[src/rtl/instr_fetch_unit.sv]
// Sequential instruction prefetcher for a registered-read ROM, with jump flush.
// Optional starvation counter enabled by defining FETCH_STARVE_CNT_EN.
module instr_fetch_unit #(
  parameter int unsigned ADDR_WIDTH = 8,
  parameter int unsigned DATA_WIDTH = 8,
  parameter int unsigned DEPTH      = 4
) (
  input  logic                  CLK,
  input  logic                  RESETn,
  output logic [ADDR_WIDTH-1:0] ROM_ADDR,
  input  logic [DATA_WIDTH-1:0] ROM_DATA,
  output logic [DATA_WIDTH-1:0] INSTR_DATA,
  output logic [ADDR_WIDTH-1:0] INSTR_ADDR,
  output logic                  INSTR_VALID,
  input  logic                  INSTR_READY,
  input  logic                  JUMP_EN,
  input  logic [ADDR_WIDTH-1:0] JUMP_ADDR,
  output logic [15:0]           STARVE_CNT
);

  localparam int unsigned PW = $clog2(DEPTH);
  localparam int unsigned CW = PW + 1;
  localparam int unsigned OW = CW + 1;

  logic [ADDR_WIDTH-1:0] r_pc;
  logic [ADDR_WIDTH-1:0] r_pend_addr;
  logic                  r_pending;
  logic [DATA_WIDTH-1:0] r_mem_data [DEPTH];
  logic [ADDR_WIDTH-1:0] r_mem_addr [DEPTH];
  logic [PW-1:0]         r_wptr;
  logic [PW-1:0]         r_rptr;
  logic [CW-1:0]         r_count;
  logic                  r_valid;
  logic [DATA_WIDTH-1:0] r_head_data;
  logic [ADDR_WIDTH-1:0] r_head_addr;

  logic [ADDR_WIDTH-1:0] w_rom_addr;
  logic                  w_push;
  logic                  w_pop;
  logic                  w_issue;
  logic [OW-1:0]         w_occ;
  logic [PW-1:0]         w_rptr_nxt;
  logic [CW-1:0]         w_count_left;
  logic [CW-1:0]         w_count_nxt;

  always_comb begin
    w_pop        = r_valid & INSTR_READY & ~JUMP_EN;
    w_push       = r_pending & ~JUMP_EN;
    // Credit check counts the in-flight read so a full buffer can never be overrun.
    w_occ        = OW'(r_count) + OW'(r_pending) - OW'(w_pop);
    w_issue      = w_occ < OW'(DEPTH);
    w_rptr_nxt   = r_rptr + PW'(w_pop);
    w_count_left = r_count - CW'(w_pop);
    w_count_nxt  = w_count_left + CW'(w_push);
    if (!RESETn) begin
      w_rom_addr = '0;
    end else if (JUMP_EN) begin
      w_rom_addr = JUMP_ADDR;
    end else begin
      w_rom_addr = r_pc;
    end
  end

  always_ff @(posedge CLK) begin
    if (!RESETn) begin
      r_pc        <= '0;
      r_pend_addr <= '0;
      r_pending   <= 1'b0;
      r_wptr      <= '0;
      r_rptr      <= '0;
      r_count     <= '0;
      r_valid     <= 1'b0;
      r_head_data <= '0;
      r_head_addr <= '0;
    end else begin
      if (JUMP_EN || w_issue) begin
        r_pc        <= w_rom_addr + ADDR_WIDTH'(1);
        r_pending   <= 1'b1;
        r_pend_addr <= w_rom_addr;
      end else begin
        r_pending   <= 1'b0;
      end

      if (JUMP_EN) begin
        r_wptr  <= '0;
        r_rptr  <= '0;
        r_count <= '0;
        r_valid <= 1'b0;
      end else begin
        if (w_push) begin
          r_mem_data[r_wptr] <= ROM_DATA;
          r_mem_addr[r_wptr] <= r_pend_addr;
          r_wptr             <= r_wptr + PW'(1);
        end
        r_rptr  <= w_rptr_nxt;
        r_count <= w_count_nxt;
        r_valid <= (w_count_nxt != '0);
        // Bypass the incoming word when it lands in an otherwise empty buffer.
        if (w_push && (w_count_left == '0)) begin
          r_head_data <= ROM_DATA;
          r_head_addr <= r_pend_addr;
        end else if (w_count_nxt != '0) begin
          r_head_data <= r_mem_data[w_rptr_nxt];
          r_head_addr <= r_mem_addr[w_rptr_nxt];
        end
      end
    end
  end

  assign ROM_ADDR    = w_rom_addr;
  assign INSTR_DATA  = r_head_data;
  assign INSTR_ADDR  = r_head_addr;
  assign INSTR_VALID = r_valid;

`ifdef FETCH_STARVE_CNT_EN
  logic [15:0] r_starve;

  always_ff @(posedge CLK) begin
    if (!RESETn) begin
      r_starve <= '0;
    end else if (INSTR_READY && !r_valid && (r_starve != 16'hFFFF)) begin
      r_starve <= r_starve + 16'd1;
    end
  end

  assign STARVE_CNT = r_starve;
`else
  assign STARVE_CNT = 16'h0000;
`endif

endmodule

[config.mk]
export PLATFORM = sky130hd
export DESIGN_NAME = instr_fetch_unit
export DESIGN_NICKNAME = d
export VERILOG_FILES = /design/src/rtl/instr_fetch_unit.sv
export SDC_FILE = /design/constraint.sdc
export NUM_CORES = 1
export LEC_CHECK = 0
export CORE_MARGIN = 5
export CORE_UTILIZATION = 40
export DETAILED_ROUTE_END_ITERATION = 16
export REMOVE_ABC_BUFFERS = 1
export SYNTH_ARGS = -nofsm -noshare
export SYNTH_HDL_FRONTEND = slang
export SYNTH_SLANG_ARGS = --single-unit
[constraint.sdc]
create_clock -name CLK -period 3.3 [get_ports CLK]
set_clock_uncertainty 0.15 [all_clocks]
set_input_delay 0.33 -clock CLK [delete_from_list [all_inputs] [get_ports CLK]]
set_output_delay 0.33 -clock CLK [all_outputs]
set_load 0.02 [all_outputs]
After elaboration in Yosys (flattened, before gate mapping)
Memories as Yosys holds them, arrays and structs flattened.
Index checks and enable logic that the tools add are counted.
{ "classes": {"n_bitwise": 5, "muxes": 11, "reduce_logical": 7, "add_sub_neg": 7, "order_cmp": 1} }
{ "ops": {"columns": ["operator", "n"], "rows": [
  ["two-way mux 8 bit", 6],
  ["adder 8 x 1 -> 8 bit, second input constant", 1],
  ["two-way mux 1 bit", 5],
  ["adder 3 x 1 -> 4 bit", 1],
  ["less-than comparator 4 x 3 -> 1 bit, second input constant", 1],
  ["subtractor 4 x 1 -> 4 bit", 1],
  ["adder 3 x 1 -> 3 bit", 1],
  ["bitwise AND 1 bit", 3],
  ["zero test 3 bit", 1],
  ["nonzero test 3 bit", 1],
  ["subtractor 3 x 1 -> 3 bit", 1],
  ["adder 2 x 1 -> 2 bit", 1],
  ["adder 2 x 1 -> 2 bit, second input constant", 1],
  ["NOT 1 bit", 2],
  ["AND reduction 2 bit", 1],
  ["nonzero test 2 bit", 1],
  ["OR reduction 2 bit", 1],
  ["logical AND 1 bit", 1],
  ["logical OR 1 bit", 1]
]} }
{ "word_totals": {"ram_bits": 64, "input_bits": 20, "reg_bits": 41, "mem_count": 2, "out_inout_bits": 41, "word_cells": 42} }
{ "memory_table": {"columns": ["name", "words", "word_bits", "rd", "rd_ports_with_merged_regs", "write_ports", "line_no", "text"], "rows": [
  ["r_mem_addr", 4, 8, 1, 0, 1, "29", "logic [ADDR_WIDTH-1:0] r_mem_addr [DEPTH];"],
  ["r_mem_data", 4, 8, 1, 0, 1, "28", "logic [DATA_WIDTH-1:0] r_mem_data [DEPTH];"]
]} }

Depth between registers and ports, before layout
Gate-level depths: netlist of run 1.
{ "depth": {"depth_word": 7, "ltp_mapped": 12, "ltp_nobuf": 10} }

Least setup slack after synthesis of run 1
No wires, ideal clock.
{ "synth_timing": {"kind": "input-to-reg", "from": "input port JUMP_EN", "to": "register r_head_addr[1], in the netlist INSTR_ADDR[1]", "cell_stages": 11, "setup_ns": 0.122, "arrival_ns": 2.400, "slack_ns": 0.628, "path_buffers": 2, "required_time_ns": 3.028, "path_cell_list": "buf_2 > inv_1 > and3_1 > ha_1 > ha_1 > inv_1 > ha_1 > o41a_4 > buf_6 > o21ai_1 > a31oi_1"} }
{ "synth_via": {"elab_chain_len": 7, "elab_cells_between_ends": 14, "cone_classes": "add/sub (3); mux (2); bitwise (3); reduce/logical (5); memory (1)"} }
{ "synth_rtl": {"columns": ["element", "line_no", "text"], "rows": [
  ["from (decl)", "16", "input logic JUMP_EN,"],
  ["NOT 1 bit (no line) (*)", null, null],
  ["bitwise AND 1 bit", "47", "w_pop = r_valid & INSTR_READY & ~JUMP_EN;"],
  ["subtractor 3 x 1 -> 3 bit", "53", "w_count_left = r_count - CW'(w_pop);"],
  ["adder 3 x 1 -> 3 bit (*)", "54", "w_count_nxt = w_count_left + CW'(w_push);"],
  ["net w_count_nxt[1]", "44", "logic [CW-1:0] w_count_nxt;"],
  ["nonzero test 3 bit (*)", "102", "end else if (w_count_nxt != '0) begin"],
  ["nonzero test 2 bit (no line) (*)", null, null],
  ["AND reduction 2 bit (no line) (*)", null, null],
  ["to (signal assigned)", "101", "r_head_addr <= r_pend_addr;"],
  ["to (signal assigned)", "104", "r_head_addr <= r_mem_addr[w_rptr_nxt];"],
  ["to (decl)", "35", "logic [ADDR_WIDTH-1:0] r_head_addr;"]
]} }
The timed path passes the listed nets; every way through them passes the cells marked *. The select of a mux whose other input is x is not followed.
A chain may end at the register's enable or synchronous reset.

Worst setup path in the final report of run 1
{ "layout_timing": {"from": "input port JUMP_EN", "to": "register r_head_data[7], in the netlist INSTR_DATA[7]"} }
{ "layout_via": {"elab_chain_len": 7, "elab_cells_between_ends": 14, "cone_classes": "add/sub (3); mux (2); bitwise (3); reduce/logical (5); memory (1)"} }
{ "layout_rtl": {"columns": ["element", "line_no", "text"], "rows": [
  ["NOT 1 bit (no line) (*)", null, null],
  ["bitwise AND 1 bit", "47", null],
  ["subtractor 3 x 1 -> 3 bit", "53", null],
  ["adder 3 x 1 -> 3 bit (*)", "54", null],
  ["net w_count_nxt[1]", "44", null],
  ["nonzero test 3 bit (*)", "102", null],
  ["nonzero test 2 bit (no line) (*)", null, null],
  ["AND reduction 2 bit (no line) (*)", null, null],
  ["to (signal assigned)", "103", "r_head_data <= r_mem_data[w_rptr_nxt];"],
  ["to (decl)", "34", "logic [DATA_WIDTH-1:0] r_head_data;"]
]} }
Marks and branches as above.

==> results of run 1 <==
synthesized netlist by cell type:
cell,number,area share (%)
inv_1,15,1.3
and3_1,5,0.70
a31oi_1,16,2.2
conb_1,1,0.084
nor2b_4,1,0.31
nand2_1,53,4.4
o22a_1,3,0.59
nor4_1,1,0.14
nand2b_1,1,0.14
o22ai_1,3,0.42
dfxtp_1,41,18
a22o_1,5,0.98
nor3_1,2,0.22
xor2_1,4,0.78
nor2b_1,6,0.84
nand4_1,3,0.42
ha_1,13,3.6
o21ai_1,12,1.3
and3b_1,1,0.20
o41a_4,1,0.47
xnor2_1,7,1.4
o21ai_2,2,0.39
clkbuf_1,6,0.50
mux2_2,5,1.3
o211a_1,1,0.22
edfxtp_1,64,43
and2_1,5,0.70
mux4_2,16,8.0
mux2i_1,5,1.1
buf_6,4,1.0
nand3_1,1,0.11
buf_4,16,2.7
and4_4,1,0.25
nor2_1,3,0.25
o21ai_0,9,1.0
buf_2,7,0.78
or3_1,1,0.14
critical path: cells and delay by family:
kind            cells  cell delay [ns]
buf+inv             3             0.65
fa+ha+maj           3             0.84
simple gates        1             0.18
compound gates      3             0.96
final timing paths:
path | cells after the start | endpoint | from | slack [ns]
min reg2reg | 2 | r_pc[7] | r_pc[7] | 0.31
max | 10 | INSTR_DATA[7] | JUMP_EN | 0.38
min | 2 | r_pc[7] | r_pc[7] | 0.31
max reg2reg | 8 | INSTR_DATA[7] | INSTR_VALID | 0.63
metrics by stage:
stage                     instances  utilization [%]  cell area (um^2)
after floorplan                 322                -              4320
after global placement          519             46.2              5050
after detailed placement        519             46.2              5050
after CTS                       535             49.0              5360
after global routing            535             49.0              5360
final                           535             49.0              5360
flip-flops by register name, indices dropped and copies added (netlist names):
name,flops
INSTR_ADDR,8
INSTR_DATA,8
INSTR_VALID,1
r_count,3
r_mem_addr,32
r_mem_data,32
r_pc,8
r_pend_addr,8
r_pending,1
r_rptr,2
r_wptr,2
report_power, final:
group / total, mW / internal (mW) / switching (mW)
sequential: 1.48 / 1.44 / 0.0359
clock: 1.07 / 0.601 / 0.470
combinational: 0.317 / 0.143 / 0.174
total: 2.87 / 2.18 / 0.680
metal layers:
metal / part of all wire (%) / GRT usage [%] / vias to the layer above
li1: - / - / 1305
met1: 48 / 18.9 / 1276
met2: 47 / 22.5 / 58
met3: 4.8 / 3.92 / 6
met4: 0.77 / 3.48 / 0
met5: 0 / 0 / -
final cells by class:
class                      instances  area share (%)
sequential                       105            51.2
multi-input combinational        202            28.5
timing repair buffer              57            10.3
clock buffer                      10            4.28
clock inverter                     6            1.43
tap                              140            3.27
inverter                          15            1.05
cells by family after synthesis:
kind of cell / count (synthesis) / synth area share, %
AOI/OAI and AO/OA: 52 / 7.63
xor gates and xnor gates: 11 / 2.15
adders and majority gates: 13 / 3.62
buffers and inverters: 48 / 6.21
DFF: 105 / 61.1
muxes: 26 / 10.4
other: 1 / 0.0835
and+or+nand+nor: 84 / 8.83
==> reports/summary.txt, run 1 <==
Status = finished, final reports clean
Clk sink count = 105
Clock insertion delay at the later pin of the skew report = 0.33 ns
Root Driver = clkbuf_16
CTS tree = built
Yosys cell types = 37
Filler cells = 990
Peak supply drop = 0.000247 V
CP most frequent cell = ha_1
Crit path kind = input pin to register
Vias per std cell = 4.94
Layout cells sized above 1 = 13.7%
Drt pass-1 iters = 4
Post-synthesis sequential area ratio = 61.1%
Core area = 10,900 um^2
Critical-path cell list = clkdlybuf4s50_1 > inv_1 > and3_1 > ha_1 > inv_1 > ha_1 > ha_1 > o41a_4 > o21ai_0 > a31oi_1
Critical-path top delay cell = o41a_4
FF+latch count, synth = 105
Post-Place Worst Slack = 0.0233 ns
Worst setup EP type = register
Most frequent cells in the layout = 64 x edfxtp_1, 53 x nand2_1, 44 x clkdlybuf4s50_1, 41 x dfxtp_1
GRT Total Usage = 14.0%
Critical Path RT = 3.36 ns
1st-iter DRT viols = 104
Unrepaired setup endpoints after global routing = false
Worst-case clock buffer depth = 2
Final Cycle Share = 88.5%
Slew Viols, Final = 0
Synthesis Warnings = 0
Final RePlAce weighted congestion = 0.823
Post-Syn Area = 4490 um^2
DP HPWL = 5.76 mm
Setup Viol. Count Final = 0
Pleak = 1.97 nW
Multi-input logic area = 1530 um^2
Horiz. Die Dim = 116 um
Htree depth = 3
Largest net degree at the start of global routing = 33
Max Cap Viol = 0
Diodes inserted = 0
I/O Pins = 61
Post-cts resize count = 0
P per Cell Area = 535 nW/um^2
Post-CTS setup repair buffer count = 0
CP Launch Type = input pin
ANT nets after route = 0
Area Growth Syn to Fin = 19.3%
Port Buffers = 44
Die ar. = 13,400 um^2
Rows = 38
Final hold slack = 0.313 ns
Setup total negative slack = 0 ns
Cells after Synth = 340
Register area = 2740 um^2
Fmax achieved = 342 MHz
TritonCTS Buffers = 9
Total Power = 2.87 mW
Global-route wire length before repair = 14.2 mm
Starting density of the core = 41.1%
Final hold vios = 0
Rel. slew slack = 59.7%
DRC viols = 0
Crit path DAT = 2.98 ns
Syn_area_per_cell = 13.2 um^2
Reg clk slew, reported paths = 0.07 ns
Routed WL = 9.00 mm
Initial antenna violation count = 0
Number of global-route vias before repair = 2,620
Routed len/inst = 16.8 um
Final WS setup = 0.379 ns
Vias = 2,645
Global route overflow = 0
Tmin final = 2.92 ns
Hold buffers post-CTS = 0
Hold Path Class = register to register
Final #Nets = 423
Most common cell after layout, fill and taps aside = edfxtp_1
CP peak stage delay = 0.67 ns
Die H = 116 um
Max Fanout on Critical Path = 32
Worst-margin pin slew = 0.602 ns
(Power assumes the default switching activity.)
==> run 2, diff against run 1 <==
--- a/config.mk
+++ b/config.mk
@@ -5,6 +5,7 @@
 export SDC_FILE = /design/constraint.sdc
 export NUM_CORES = 1
 export LEC_CHECK = 0
+export CAP_MARGIN = 20
 export CORE_MARGIN = 5
 export CORE_UTILIZATION = 40
 export DETAILED_ROUTE_END_ITERATION = 16
==> constraint.sdc (replaced) <==
create_clock -name CLK -period 3.07 [get_ports CLK]
set_clock_uncertainty 0.15 [all_clocks]
set_input_delay 0.307 -clock CLK [delete_from_list [all_inputs] [get_ports CLK]]
set_output_delay 0.307 -clock CLK [all_outputs]
set_load 0.02 [all_outputs]
==> reports/summary.txt, run 2 (synthesis gave the netlist of run 1 again) <==
Area Growth Syn to Fin = 19.9%
Root Driver = clkbuf_16
Htree depth = 3
Design area = 5390 um^2
Starting density of the core = 41.1%
Layout cells sized above 1 = 14.9%
DP Area = 5090 um^2
Diodes inserted = 0
Vias per std cell = 5.04
Die H = 116 um
CP peak stage delay = 0.67 ns
Max Cap Viol = 0
Reg2reg start = INSTR_VALID
Worst setup EP type = register
Critical-path top delay cell = o41a_4
Slew Viols, Final = 0
Placed Instances = 526
Drt pass-1 iters = 4
DRC viols = 0
Reg clk slew, reported paths = 0.07 ns
Hold Path Class = register to register
DP HPWL = 5.84 mm
Vias = 2,733
Critical-path cell list = clkdlybuf4s50_1 > inv_1 > and3_1 > ha_1 > ha_1 > inv_1 > ha_1 > o41a_4 > o21ai_0 > a31oi_1
Largest net degree at the start of global routing = 33
Pleak = 2.00 nW
Final RePlAce weighted congestion = 0.794
Hold buffers post-CTS = 0
Hold Path Origin = r_pc[4]
TritonCTS Buffers = 9
P per Cell Area = 569 nW/um^2
Core area = 10,900 um^2
Initial antenna violation count = 0
Post-cts resize count = 0
Setup Viol. Count Final = 0
Crit path DAT = 2.85 ns
CP most frequent cell = ha_1
R2R setup slack = 0.46 ns
1st-iter DRT viols = 172
Number of global-route vias before repair = 2,718
Crit path kind = input pin to register
Peak supply drop = 0.000333 V
Most common cell after layout, fill and taps aside = edfxtp_1
Global route overflow = 0
Horiz. Die Dim = 116 um
Final hold vios = 0
Clk sink count = 105
Final core occ = 49.2%
ANT nets after route = 0
Clock insertion delay at the later pin of the skew report = 0.34 ns
Max Fanout on Critical Path = 32
Final Cycle Share = 90.7%
CP Launch Type = input pin
R2R cell count = 8
Global-route wire length before repair = 14.4 mm
Worst Hold Path EP = r_pc[4]
Unrepaired setup endpoints after global routing = false
Port Buffers = 44
I/O Pins = 61
Routed len/inst = 16.8 um
Rows = 38
Die ar. = 13,400 um^2
Final WS setup = 0.285 ns
Tmin final = 2.78 ns
Worst flop-to-flop path endpoint = INSTR_DATA[7]
Cell Count, Final, Fillers Out = 542
Post-Place Worst Slack = -0.0657 ns
Most frequent cells in the layout = 64 x edfxtp_1, 53 x nand2_1, 44 x clkdlybuf4s50_1, 41 x dfxtp_1, 20 x buf_4
Family with the most delay on the worst path = compound AO/OA/AOI/OAI gates
Fmax achieved = 359 MHz
Worst-case clock buffer depth = 2
Final hold slack = 0.317 ns
Status = finished, final reports clean
CTS tree = built
GRT Total Usage = 14.3%
Post-CTS setup repair buffer count = 0
Largest regs = r_mem_addr x32, r_mem_data x32
Final #Nets = 430
Hold Crit Depth = 2
Worst-margin pin slew = 0.617 ns
Rel. slew slack = 58.7%
Critical Path RT = 3.13 ns
Routed WL = 9.08 mm
Crit path buffers/inverters = 3
run 2: area by class of cell:
| cell class | count | area, um^2 |
|---|---|---|
| Clock buffer | 11 | 243 |
| Sequential cell | 105 | 2740 |
| Inverter | 15 | 56.3 |
| Clock inverter | 5 | 52.6 |
| Multi-Input combinational cell | 202 | 1530 |
| Timing Repair Buffer | 64 | 591 |
| Fill cell | 1003 | 5550 |
| Tap cell | 140 | 175 |
run 2: metal layers:
layer	track usage, %	vias to the layer above	routed length [um]
li1	-	1324	-
met1	18.7	1334	4270
met2	23.4	71	4260
met3	4.54	4	482
met4	3.25	0	59
met5	0	-	0
run 2: stage by stage:
step	TNS [ns]	power, mW
finish	0	3.06
global route	0	3.20
CTS	0	3.11
detailed placement	-0.503	1.97
global placement	-0.0787	1.96
floorplan	0	1.80
run 2: worst max path at each step:
| stage | startpoint | to | slack (ns) | cells past startpoint |
|---|---|---|---|---|
| 4_1_cts | JUMP_EN | INSTR_DATA[7] | 0.29 | 10 |
| 6_report | JUMP_EN | INSTR_DATA[7] | 0.29 | 10 |
| 5_1_grt | JUMP_EN | INSTR_ADDR[7] | 0.13 | 10 |
| 3_5_place_dp | JUMP_EN | INSTR_DATA[7] | -0.07 | 10 |
| 3_3_place_gp | JUMP_EN | INSTR_DATA[7] | -0.03 | 10 |
| 2_1_floorplan | INSTR_VALID | r_pend_addr[4] | 0.37 | 8 |
run 2: power by group:
part | internal (mW) | total [mW] | leakage (nW) | switching [mW]
clock | 0.652 | 1.13 | 0.147 | 0.477
combinational | 0.158 | 0.346 | 0.940 | 0.189
sequential | 1.55 | 1.59 | 0.917 | 0.0378
run 2: worst min-delay path, delay by kind of cell (launching register included):
| kind | cells | cell delay [ns] |
|---|---|---|
| and+or+nand+nor | 1 | 0.05 |
| DFF | 1 | 0.33 |
| AOI/OAI and AO/OA | 1 | 0.05 |
==> run 3, diff against run 2 <==
--- a/config.mk
+++ b/config.mk
@@ -10,6 +10,7 @@
 export CORE_UTILIZATION = 40
 export DETAILED_ROUTE_END_ITERATION = 16
 export REMOVE_ABC_BUFFERS = 1
+export SKIP_CTS_REPAIR_TIMING = 1
 export SYNTH_ARGS = -nofsm -noshare
 export SYNTH_HDL_FRONTEND = slang
 export SYNTH_SLANG_ARGS = --single-unit
==> results of run 3 <==
The final DEF is identical to that of run 2; final timing and power are the same.
==> variant 1, RTL diff (flow settings as in run 2) <==
Build with the macro `FETCH_STARVE_CNT_EN` defined.
--- a/src/rtl/instr_fetch_unit.sv
+++ b/src/rtl/instr_fetch_unit.sv
@@ -1,5 +1,7 @@
 // Sequential instruction prefetcher for a registered-read ROM, with jump flush.
 // Optional starvation counter enabled by defining FETCH_STARVE_CNT_EN.
+`define FETCH_STARVE_CNT_EN
+
 module instr_fetch_unit #(
   parameter int unsigned ADDR_WIDTH = 8,
   parameter int unsigned DATA_WIDTH = 8,
Behaviour: not the same (Yosys sat finds a counterexample within 4 cycles, from zero or initial values and one cycle with RESETn low).
==> variant 1 against run 2 <==
- design area grew 24%
- sequential cell count grew 16
- total power grew 34%
- worst setup slack better by 0.082 ns
- routed wire length is 16% higher
- cell count grew 24%
- synthesized cell count up 21%
- synthesized area up 16%
- critical path depth unchanged
==> variant 1: results (changes against run 2) <==
• status: finished clean, unchanged
• Synth async-reset ratio: 0%, unchanged
• global-route wire length before repair: 17600 microns, was 14400 microns
• slowest stage delay, CP: 0.52 ns, was 0.67 ns
• maximum fanout count along the critical path: 12, was 32
• total instance count after detailed placement: 639, was 526
• worst-case vdd ir drop: 312 uV, was 333 uV
• largest net degree at the start of global routing: 38, was 33
• FF+latch area: 3060 sq um, was 2740 sq um
• post-DR vias/cell: 5.09, was 5.04
• path class of the lowest-slack min-delay path: in -> reg, was reg -> reg
• iteration count of the initial detailed-routing pass: 4, unchanged
• filler instances: 1131, was 1003
• detailed placer's ending HPWL: 7030 microns, was 5840 microns
• final-stage net count: 519, was 430
• slowest CP cell: sky130_fd_sc_hd__clkdlybuf4s50_1, was sky130_fd_sc_hd__o41a_4
• number of diodes added for antenna fixing: 0, unchanged
• iteration-0 DRC count of the detailed router: 144, was 172
• IO buf count: 60, was 44
• register area share after synthesis: 59.0%, was 61.1%
• Post-Syn Area per Cell: 12.6 sq um, was 13.2 sq um
• worst-case headroom to the max-slew limit: 56.7%, was 58.7%
• number of different library cells in the post-synthesis netlist: 47, was 37
• CTS buffer count: 17, was 9
• GRT Total Usage: 15.1%, was 14.3%
• main area contributors after synthesis: sky130_fd_sc_hd__edfxtp_1 (37%), sky130_fd_sc_hd__dfxtp_1 (22%), sky130_fd_sc_hd__mux4_2 (6.9%), was sky130_fd_sc_hd__edfxtp_1 (43%), sky130_fd_sc_hd__dfxtp_1 (18%), sky130_fd_sc_hd__mux4_2 (8.0%)
• buffer levels on the longest clock path: 2, unchanged
• most common cell after layout, fill and taps aside: sky130_fd_sc_hd__edfxtp_1, unchanged
• DP Area: 6080 sq um, was 5090 sq um
• Warnings, synthesis: 0, unchanged
• total number of H-tree levels: 4, was 3
• Resize count post-CTS: 0, unchanged
• number of vias in the routed layout: 3414, was 2733
• post-CTS setup repair buffer count: 0, unchanged
• Clock Latency Late Sink: 0.41 ns, was 0.34 ns
• synth cell count leaders: sky130_fd_sc_hd__edfxtp_1 (64), sky130_fd_sc_hd__dfxtp_1 (57), sky130_fd_sc_hd__nand2_1 (51), was sky130_fd_sc_hd__edfxtp_1 (64), sky130_fd_sc_hd__nand2_1 (53), sky130_fd_sc_hd__dfxtp_1 (41)
• layout cell share with drive strength beyond 1: 14.2%, was 14.9%
• number of flops mapped to enable cells by yosys: 64, unchanged
• leakage: 2.46 nW, was 2.00 nW
• Clock Pin Slew Worst Setup and Hold Paths: 0.05 ns, was 0.07 ns
• placer's final routability congestion estimate: 0.782, was 0.794
• drt wl/cell: 15.7 microns, was 16.8 microns
• number of antenna violations at the first check in global routing: 0, unchanged
• crit-path leading delay family: buffers and inverters, was compound AO/OA/AOI/OAI gates
• buffer type at the clock tree root: sky130_fd_sc_hd__clkbuf_16, unchanged
• Main synth FF type: sky130_fd_sc_hd__edfxtp_1, unchanged
• setup slack, reg-to-reg: 0.43 ns, was 0.46 ns
[variant 1: cell count changes after synthesis, sizes merged, moves of 8 or more]
cell	delta
dfxtp	+16
xor2	+8
buf	-14
and2	+10
[variant 1: worst reg2reg max path: cells and delay by family (launching register included)]
kind                       cells  cell delay, ns
and+or+nand+nor                3            0.65
AOI/OAI and AO/OA              2            0.63
adders and majority gates      2            0.50
DFF                            1            0.36
buffers and inverters          2            0.24
[variant 1: logic make-up after synthesis]
family                   Yosys count  synth area share, %
multiplexers                      29                 9.50
AND/OR/NAND/NOR                  128                 13.3
XOR/XNOR                          20                 3.38
flip-flops                       121                 59.0
AO/OA/AOI/OAI                     67                 8.56
adder cells (fa/ha/maj)           13                 3.13
buffers and inverters             34                 3.13
[variant 1: report_power, final]
group	total, mW	internal, mW	leakage [nW]	switching (mW)
registers	1.80	1.76	1.05	0.0409
clock network	1.94	1.26	0.283	0.685
logic	0.359	0.174	1.13	0.185
[variant 1: layer usage]
metal  GRT usage, %  vias to the layer above  share of wire (%)  wire length (microns)
met5              0                        -                  0                      0
met4           6.91                        0                2.3                    242
met3           4.36                       20                4.3                    458
met2           23.9                       71                 48                   5100
met1           19.3                     1640                 45                   4760
li1               -                     1683                  -                      -
[variant 1: path summary, 6_finish.rpt]
check / startpoint / endpoint / depth (start not counted)
setup / recovery: INSTR_READY / r_pend_addr[1] / 10
hold / removal: RESETn / r_pc[4] / 2
setup reg to reg: INSTR_VALID / r_pend_addr[1] / 9
hold reg to reg: r_pc[3] / r_pc[3] / 1
[variant 1: cell type report]
| class | count | area share (%) |
|---|---|---|
| clock buffer | 17 | 6.39 |
| clock inverter | 15 | 2.39 |
| inverter | 11 | 0.620 |
| multi-input combinational | 257 | 29.5 |
| sequential | 121 | 46.0 |
| tap | 172 | 3.23 |
| timing repair buffer | 78 | 11.9 |
[variant 1: per-stage QoR]
step | hold WS [ns] | worst slack (ns) | total power [mW]
6_report | 0.139 | 0.367 | 4.11
5_1_grt | 0.150 | 0.220 | 4.27
4_1_cts | 0.138 | 0.366 | 4.15
3_5_place_dp | 0.334 | -0.0501 | 2.20
3_3_place_gp | 0.334 | -0.00412 | 2.19
2_1_floorplan | 0.256 | 0.164 | 2.01
==> variant 2, RTL diff (config.mk and constraints of run 2) <==
Made on the original files. The parameter `ADDR_WIDTH` goes from 8 to 10.
--- a/src/rtl/instr_fetch_unit.sv
+++ b/src/rtl/instr_fetch_unit.sv
@@ -1,7 +1,7 @@
 // Sequential instruction prefetcher for a registered-read ROM, with jump flush.
 // Optional starvation counter enabled by defining FETCH_STARVE_CNT_EN.
 module instr_fetch_unit #(
-  parameter int unsigned ADDR_WIDTH = 8,
+  parameter int unsigned ADDR_WIDTH = 10,
   parameter int unsigned DATA_WIDTH = 8,
   parameter int unsigned DEPTH      = 4
 ) (
Ports: changed (resized INSTR_ADDR, JUMP_ADDR and ROM_ADDR); port bits go from 61 to 67. The function was not compared with the original's and may differ.
==> variant 2 against run 2 <==
- first-iteration DRC count grew 23%
- sequential power grew 13%
- design area grew 17%
- routed wire length grew 14%
- worst hold slack lost 0.0062 ns
- global-route usage grew 0.58 points
- sequential cell count grew 14
- non-clock buffer count grew 4
- synthesized area grew 13%
- total power grew 32%
- cell count grew 17%
- sequential share of layout area shrank 1.9 points
- synthesized cell count grew 13%
- worst setup slack gained 0.12 ns
- critical path type unchanged
- critical endpoint is now INSTR_ADDR[0]
==> variant 2: results (changes against run 2) <==
• setup slack, reg-to-reg: 0.50 ns, was 0.46 ns
• Clock Pin Slew Worst Setup and Hold Paths: 0.05 ns, was 0.07 ns
• final-stage net count: 484, was 430
• worst-case vdd ir drop: 409 uV, was 333 uV
• register area share after synthesis: 61.4%, was 61.1%
• iteration-0 DRC count of the detailed router: 212, was 172
• cell count after synthesis: 384, was 340
• placer's final routability congestion estimate: 0.792, was 0.794
• worst reg2reg path depth: 10, was 8
• startpoint of the worst hold path: r_pc[9], was r_pc[4]
• final std cells w/o fill: 634, was 542
• power dissipated by switching net loads: 0.911 mW, was 0.703 mW
• slowest stage delay, CP: 0.48 ns, was 0.67 ns
• global-route wire length before repair: 16600 microns, was 14400 microns
• slowest CP cell: sky130_fd_sc_hd__clkdlybuf4s50_1, was sky130_fd_sc_hd__o41a_4
• number of flops mapped to enable cells by yosys: 72, was 64
• timing-limited maximum frequency: 0.376 GHz, was 0.359 GHz
• number of global-route vias before repair: 3207, was 2718
• Clock Power Share: 45.7%, was 36.8%
• GRT Total Usage: 14.9%, was 14.3%
• status: finished clean, unchanged
• IO buf count: 50, was 44
• Warnings, synthesis: 0, unchanged
• layout cell share with drive strength beyond 1: 14.9%, about the same
• number of different library cells in the post-synthesis netlist: 39, was 37
• crit-path leading delay family: adder cells, was compound AO/OA/AOI/OAI gates
• critical path data arrival time: 2.79 ns, was 2.85 ns
• detailed placer's ending HPWL: 6930 microns, was 5840 microns
• leakage: 2.40 nW, was 2.00 nW
• Worst Hold Path EP: r_pc[9], was r_pc[4]
• synth cell count leaders: sky130_fd_sc_hd__edfxtp_1 (72), sky130_fd_sc_hd__nand2_1 (50), sky130_fd_sc_hd__dfxtp_1 (47), was sky130_fd_sc_hd__edfxtp_1 (64), sky130_fd_sc_hd__nand2_1 (53), sky130_fd_sc_hd__dfxtp_1 (41)
• total instance count after detailed placement: 602, was 526
• power dissipated in combinational cells: 0.389 mW, was 0.346 mW
• CTS buffer count: 17, was 9
• post-detailed-routing wire length: 10300 microns, was 9080 microns
• worst setup path end: INSTR_ADDR[0], was INSTR_DATA[7]
• dpl ws: -0.0406 ns, was -0.0657 ns
• filler instances: 1109, was 1003
• largest net degree at the start of global routing: 37, was 33
## variant 2: cell types whose count changed in the layout (fill, tap and decap cells not counted), moves of 6 or more
cell	change
sky130_fd_sc_hd__buf_4	-7
sky130_fd_sc_hd__edfxtp_1	+8
sky130_fd_sc_hd__nor2_1	+13
sky130_fd_sc_hd__clkbuf_16	+8
sky130_fd_sc_hd__dfxtp_1	+6
sky130_fd_sc_hd__and3_1	+6
sky130_fd_sc_hd__clkdlybuf4s50_1	+6
## variant 2: layout make-up
class / instances / area (sq um) / share of cell area (%)
repair buffers: 68 / 698 / 11.0
multi-input cells: 227 / 1690 / 26.7
clock inverters: 9 / 73.8 / 1.17
inverters: 16 / 60.1 / 0.949
flip-flops and latches: 119 / 3100 / 49.0
well taps: 172 / 215 / 3.40
clock buffers: 23 / 488 / 7.71
## variant 2: kinds of logic after synthesis
kind of cell	synth area share [%]
DFF	61.4
AOI/OAI and AO/OA	7.90
muxes	10.5
xor gates and xnor gates	2.08
other	0.0742
and+or+nand+nor	8.57
buffers and inverters	6.27
adders and majority gates	3.22
## variant 2: stage by stage
stage	setup TNS (ns)	hold WS (ns)	power (mW)	cell area, sq um	utilization [%]
final	0	0.311	4.04	6330	50.5
after global routing	0	0.348	4.19	6330	50.5
after CTS	0	0.315	4.07	6330	50.5
after detailed placement	-0.117	0.302	2.23	5770	46.1
after global placement	0	0.285	2.22	5770	46.1
after floorplan	0	0.256	2.03	4850	-
## variant 2: layer usage
metal  part of all wire [%]  GRT usage [%]  up-vias
li1                       -              -     1514
met1                     43           18.3     1472
met2                     50           24.6       85
met3                    5.9           4.19        8
met4                    1.3           6.30        0
met5                      0              0        -
